$ cat config.mk
export PLATFORM = sky130hd
export DESIGN_NAME = viterbi_backtrace
export DESIGN_NICKNAME = d
export VERILOG_FILES = /design/src/rtl/viterbi_backtrace.sv
export SDC_FILE = /design/constraint.sdc
export NUM_CORES = 1
export LEC_CHECK = 0
export CORE_AREA = 3 3 82 115
export CTS_CLUSTER_SIZE = 28
export DETAILED_ROUTE_END_ITERATION = 12
export DIE_AREA = 0 0 85 118
export GPL_TIMING_DRIVEN = 0
export PLACE_DENSITY = 0.83
export SLEW_MARGIN = 10
export SYNTH_ARGS = -nofsm -noshare
export SYNTH_HDL_FRONTEND = slang
export SYNTH_SLANG_ARGS = --single-unit
$ cat constraint.sdc
create_clock -name i_clk -period 3.15 [get_ports i_clk]
set_input_delay 0.63 -clock i_clk [delete_from_list [all_inputs] [get_ports i_clk]]
set_output_delay 0.63 -clock i_clk [all_outputs]
set_load 0.005 [all_outputs]
$ cat src/rtl/viterbi_backtrace.sv
// viterbi_backtrace
//   Consumer side of the Viterbi POS tagger back-pointer path. Starting
//   from the best final state, it walks the back-pointer memory from the
//   last word down to word 0 and buffers the recovered tags. It then
//   streams them out in forward word order over a valid/ready handshake.
//
// Ports
//   i_clk, i_reset        rising-edge clock, synchronous active-high reset
//   i_start               backtrace request (accepted only while idle)
//   i_num_words           sentence length, legal 1..word_num
//   i_last_pos            best final state, sampled with i_start
//   o_bp_rd_en/word/pos   back-pointer memory read strobe and address (t,s)
//   i_bp_rd_data          predecessor of (t,s), valid one cycle after the strobe
//   o_out_valid/tag/index tag stream, i_out_ready is the downstream accept
//   o_busy                high while not idle
//   o_done                one-cycle pulse after the last tag is accepted
//   o_bp_error            sticky illegal index/length flag
//
// state     | meaning
// S_IDLE    | waiting for a start request
// S_ISSUE   | back-pointer read for (t,cur) is on the bus
// S_CAPTURE | read data returns; step cur/t down one word
// S_EMIT    | presenting path[k] until accepted
module viterbi_backtrace #(
   parameter int word_num     = 16,
   parameter int word_num_bit = 4,
   parameter int POS_num      = 11,
   parameter int POS_num_bit  = 4
) (
   input  logic                    i_clk,
   input  logic                    i_reset,
   input  logic                    i_start,
   input  logic [word_num_bit:0]   i_num_words,
   input  logic [POS_num_bit-1:0]  i_last_pos,
   output logic                    o_bp_rd_en,
   output logic [word_num_bit-1:0] o_bp_rd_word,
   output logic [POS_num_bit-1:0]  o_bp_rd_pos,
   input  logic [POS_num_bit-1:0]  i_bp_rd_data,
   output logic                    o_out_valid,
   input  logic                    i_out_ready,
   output logic [POS_num_bit-1:0]  o_out_tag,
   output logic [word_num_bit-1:0] o_out_index,
   output logic                    o_busy,
   output logic                    o_done,
   output logic                    o_bp_error
);

   typedef enum logic [1:0] {
      S_IDLE    = 2'd0,
      S_ISSUE   = 2'd1,
      S_CAPTURE = 2'd2,
      S_EMIT    = 2'd3
   } state_t;

   localparam logic [word_num_bit:0]   C_WORD_MAX = (word_num_bit+1)'(word_num);
   localparam logic [POS_num_bit:0]    C_POS_LIM  = (POS_num_bit+1)'(POS_num);
   localparam logic [word_num_bit:0]   C_ONE_N    = (word_num_bit+1)'(1);
   localparam logic [word_num_bit-1:0] C_ONE_W    = word_num_bit'(1);
   localparam logic [word_num_bit-1:0] C_ZERO_W   = '0;

   state_t                  r_state;
   logic [word_num_bit:0]   r_n;
   logic [word_num_bit-1:0] r_t;
   logic [word_num_bit-1:0] r_k;
   logic [POS_num_bit-1:0]  r_cur;
   logic [POS_num_bit-1:0]  r_path [word_num];

   logic                    r_bp_rd_en;
   logic [word_num_bit-1:0] r_bp_rd_word;
   logic [POS_num_bit-1:0]  r_bp_rd_pos;
   logic                    r_out_valid;
   logic [POS_num_bit-1:0]  r_out_tag;
   logic [word_num_bit-1:0] r_out_index;
   logic                    r_busy;
   logic                    r_done;
   logic                    r_bp_error;

   logic                    w_len_ok;
   logic                    w_last_ok;
   logic [POS_num_bit-1:0]  w_last_cur;
   logic                    w_d_ok;
   logic [POS_num_bit-1:0]  w_d;
   logic [word_num_bit:0]   w_n_m1;
   logic [word_num_bit-1:0] w_t0;
   logic [word_num_bit-1:0] w_t_m1;
   logic [word_num_bit-1:0] w_k_p1;
   logic                    w_k_last;

   assign w_len_ok   = (i_num_words != '0) && (i_num_words <= C_WORD_MAX);
   assign w_last_ok  = ({1'b0, i_last_pos} < C_POS_LIM);
   assign w_last_cur = w_last_ok ? i_last_pos : '0;
   assign w_d_ok     = ({1'b0, i_bp_rd_data} < C_POS_LIM);
   assign w_d        = w_d_ok ? i_bp_rd_data : '0;
   assign w_n_m1     = i_num_words - C_ONE_N;
   assign w_t0       = w_n_m1[word_num_bit-1:0];
   assign w_t_m1     = r_t - C_ONE_W;
   assign w_k_p1     = r_k + C_ONE_W;
   assign w_k_last   = ({1'b0, r_k} == (r_n - C_ONE_N));

   always_ff @(posedge i_clk) begin
      if (i_reset) begin
         r_state      <= S_IDLE;
         r_n          <= '0;
         r_t          <= '0;
         r_k          <= '0;
         r_cur        <= '0;
         for (int i = 0; i < word_num; i++) r_path[i] <= '0;
         r_bp_rd_en   <= 1'b0;
         r_bp_rd_word <= '0;
         r_bp_rd_pos  <= '0;
         r_out_valid  <= 1'b0;
         r_out_tag    <= '0;
         r_out_index  <= '0;
         r_busy       <= 1'b0;
         r_done       <= 1'b0;
         r_bp_error   <= 1'b0;
      end else begin
         // read strobe and address are only ever asserted for the single ISSUE cycle
         r_done       <= 1'b0;
         r_bp_rd_en   <= 1'b0;
         r_bp_rd_word <= '0;
         r_bp_rd_pos  <= '0;
         case (r_state)
            S_IDLE: begin
               if (i_start) begin
                  if (w_len_ok) begin
                     r_n          <= i_num_words;
                     r_t          <= w_t0;
                     r_k          <= '0;
                     r_cur        <= w_last_cur;
                     r_path[w_t0] <= w_last_cur;
                     r_bp_error   <= ~w_last_ok;
                     r_busy       <= 1'b1;
                     if (w_t0 == C_ZERO_W) begin
                        r_state     <= S_EMIT;
                        r_out_valid <= 1'b1;
                        r_out_index <= '0;
                        r_out_tag   <= w_last_cur;
                     end else begin
                        r_state      <= S_ISSUE;
                        r_bp_rd_en   <= 1'b1;
                        r_bp_rd_word <= w_t0;
                        r_bp_rd_pos  <= w_last_cur;
                     end
                  end else begin
                     r_bp_error <= 1'b1;
                  end
               end
            end
            S_ISSUE: begin
               r_state <= S_CAPTURE;
            end
            S_CAPTURE: begin
               r_cur          <= w_d;
               r_path[w_t_m1] <= w_d;
               r_t            <= w_t_m1;
               if (!w_d_ok) r_bp_error <= 1'b1;
               if (w_t_m1 == C_ZERO_W) begin
                  // path[0] is being written this edge, so forward it straight to the output
                  r_state     <= S_EMIT;
                  r_out_valid <= 1'b1;
                  r_out_index <= '0;
                  r_out_tag   <= w_d;
               end else begin
                  r_state      <= S_ISSUE;
                  r_bp_rd_en   <= 1'b1;
                  r_bp_rd_word <= w_t_m1;
                  r_bp_rd_pos  <= w_d;
               end
            end
            S_EMIT: begin
               if (i_out_ready) begin
                  if (w_k_last) begin
                     r_state     <= S_IDLE;
                     r_out_valid <= 1'b0;
                     r_out_index <= '0;
                     r_out_tag   <= '0;
                     r_busy      <= 1'b0;
                     r_done      <= 1'b1;
                  end else begin
                     r_k         <= w_k_p1;
                     r_out_index <= w_k_p1;
                     r_out_tag   <= r_path[w_k_p1];
                  end
               end
            end
            default: begin
               r_state <= S_IDLE;
            end
         endcase
      end
   end

   assign o_bp_rd_en   = r_bp_rd_en;
   assign o_bp_rd_word = r_bp_rd_word;
   assign o_bp_rd_pos  = r_bp_rd_pos;
   assign o_out_valid  = r_out_valid;
   assign o_out_tag    = r_out_tag;
   assign o_out_index  = r_out_index;
   assign o_busy       = r_busy;
   assign o_done       = r_done;
   assign o_bp_error   = r_bp_error;

endmodule

==> run summary <==
Crit share post-route: 0.9534
Mapped Nets: 477
Max Clock Freq: 0.3330 GHz
Rows: 40
Slack of the critical path: 146.7 ps
Vias post-DR: 3796
Core footprint: 0.008558 sq mm
Routed length per instance: 20.06 um
Reg2reg start: r_state[0]
Ports: 38
RSZ-0062 raised after global routing: no
CP Max Fanout: 6
CP Depth: 10
Detail Route Antenna Nets: 0
Die area: 0.01003 sq mm
Nets@finish: 527
DRC Markers: 0
Share of cells above drive strength 1: 0.1277
Pre-CTS WS: -782.8 ps
Top-count cell post-synth: nor2_1
Max-slew violations: 0
GPL Wtd Cong: 0.8931
Req. time, crit path: 3200 ps
Worst R2R Setup Slack: 570 ps
Placed wire-length estimate: 9.216 mm
Family with the most delay on the worst path: buffers and inverters
Pleak: 2.075 nW
Startpoint types: input port
First-pass iteration count of the detailed router: 5
Cells after Synth: 454
Largest net degree at the start of global routing: 19
Worst-path clk slew: 70 ps
Clk root buf: clkbuf_16
Post-Route WL: 12.32 mm
Die Span X: 85 um
Cells along the critical path: clkdlybuf4s50_1 -> inv_1 -> ha_1 -> nor3b_4 -> xnor2_2 -> a41oi_1 -> nor3_2 -> buf_4 -> nand2_1 -> nand2_1
Least-Margin Pin Slew: 865.8 ps
Largest stage delay, worst path: 560 ps
Final core occ: 0.6694
Sequential share of the synthesized area: 0.5439
Post-Place Cells: 596
Initial Util: 0.5677
Reg-to-Reg End: r_path[15][3]
Non-Filler Instances: 614
Outcome: finished, final reports clean
Clk_lat worst skew: 350 ps
Total track usage: 0.2545
Min-delay worst type: reg -> reg
Vias in the first global route: 3867
Crit path kind: in -> reg
Ant diodes: 0
Worst path most repeated cell: nand2_1
Post-synth EDFFs: 64
Commonest cells in the netlist: nor2_1 (93), edfxtp_1 (64), nand2_1 (62)
Worst Setup EP: r_path[4][1]
Initial DRC count: 249
Post-synthesis cell area: 0.004858 sq mm
Port Buf Inserts: 37
Area growth, synth to finish: 17.92%
Mapped Avg Cell Area: 10.70 sq um
Synth area leader: edfxtp_1
Power Dens Cells: 516.4 mW/mm^2
Die H: 118 um
Setup violators final: 0
FF+latch count, synth: 100
First-pass GRT wire length: 19.48 mm
H-tree depth: 3
Crit path buf inv count: 3
CTS tree: yes
Unique masters post-synth: 49
Yosys Warn Count: 0
Main synth FF type: edfxtp_1
Synth top area share: 0.3956
Setup crit start: i_num_words[1]
# clock sinks: 100
Synth top area cells: edfxtp_1 (40%), dfxtp_1 (15%), mux4_2 (7.4%), nor2_1 (7.2%), nand2_1 (4.8%)
Async SR Flop Fraction: 0
Max cap viols: 0
Final worst path period need: 3003 ps
R2R depth: 7
Final hold vios: 0
Total CTS buffers: 9
Worst path slowest cell: clkdlybuf4s50_1
Fillers: 618
Data arrival, critical path: 3050 ps
Initial antenna violation count: 0
Post-Route Skew: 4.971 ps
Max IR drop VDD: 0.3386 mV
Type of element capturing the critical path: flip-flop
Clock tree buffer depth: 2
Overflow after GRT: 0
Vias/cell: 6.182
Rel. slew slack: 0.4201
Hold Buf Count CTS: 0
layout make-up:
type	count	area, sq um	area share
Tap cell	105	131.4	0.02293
Buffer	21	103.9	0.01813
Inverter	9	33.78	0.005896
Sequential cell	100	2643	0.4612
Clock inverter	7	57.56	0.01005
Clock buffer	9	225.2	0.03931
Timing Repair Buffer	39	387.9	0.06770
Multi-Input combinational cell	324	2147	0.3748
placed cells by master, fill, tap and decap left out, drive strengths merged, types with 2 or more instances in the layout:
master	instances
a21oi	25
a221oi	2
a22oi	2
a31oi	3
a41oi	3
and2	5
and3	2
buf	13
clkbuf	19
clkdlybuf4s50	36
clkinv	2
dfxtp	36
edfxtp	64
ha	6
inv	13
mux2i	17
mux4	16
nand2	62
nand2b	5
nand3	9
nand4	2
nor2	93
nor2b	2
nor3	5
nor3b	2
o211ai	2
o21ai	18
o22a	5
o22ai	3
o31a	3
o31ai	4
o41ai	3
or2	3
xnor2	7
xor2	6
logic make-up after synthesis:
| kind of cell | synth area share |
|---|---|
| simple gates | 0.1723 |
| flops | 0.5439 |
| compound gates | 0.1035 |
| mux | 0.1092 |
| buf+inv | 0.02833 |
| xor+xnor | 0.02730 |
| fa+ha+maj | 0.01545 |
tightest hold or removal path: cells and delay by family (launching register included):
kind	cells	cell delay (ps)
simple gates	1	50
flops	1	310
compound gates	1	60
layer usage:
layer  vias up  routed length, um  track usage
met5         -                  0            0
met4         0                485       0.1178
met3        38                604      0.03501
met2       149               7056       0.4810
met1      1868               4173       0.2702
li1       1741                  -            -
repair_timing:
action | in CTS | in global routing
hold endpoints to repair | 0 | 0
pin swaps | 2 | 0
resized for setup | 6 | 9
cloned | 0 | 0
setup buffers | 2 | 0
endpoints found under the setup margin | 96 | 100
report_power, final:
part	total [mW]	internal [mW]	switching (mW)	leakage [nW]
combinational	0.410	0.159	0.251	0.982
clock	1.07	0.550	0.519	0.140
sequential	1.48	1.45	0.0311	0.953
total	2.96	2.16	0.802	2.08
state kept, by name, summed over array words and instances (netlist names), 4 cells and up:
register and cells:
r_path 64, o_out_index 4, o_bp_rd_pos 4, r_k 4, o_bp_rd_word 4, r_n 5, r_t 4, o_out_tag 4
stage by stage:
stage                     hold WS [ps]  power (mW)  setup TNS [ps]  cell area (sq um)
after floorplan                  448.3       1.750               0               4858
after global placement           449.6       1.884          -55350               5360
after detailed placement         452.0       1.897          -65990               5360
after CTS                        461.8       2.949           -1640               5685
after global routing             480.5       3.052               0               5729
final                            460.5       2.959               0               5729
worst min-delay path by stage:
stage                              start             end  slack (ps)  cells after the start
after detailed placement  o_out_index[0]  o_out_index[0]         450                      2
final                     o_out_index[0]  o_out_index[0]         460                      2
after global routing      o_out_index[0]  o_out_index[0]         480                      2
after floorplan           o_out_index[2]  o_out_index[2]         450                      2
after global placement    o_out_index[2]  o_out_index[2]         450                      2
after CTS                 o_out_index[0]  o_out_index[0]         460                      2
Power figures use the tool's default switching activity.
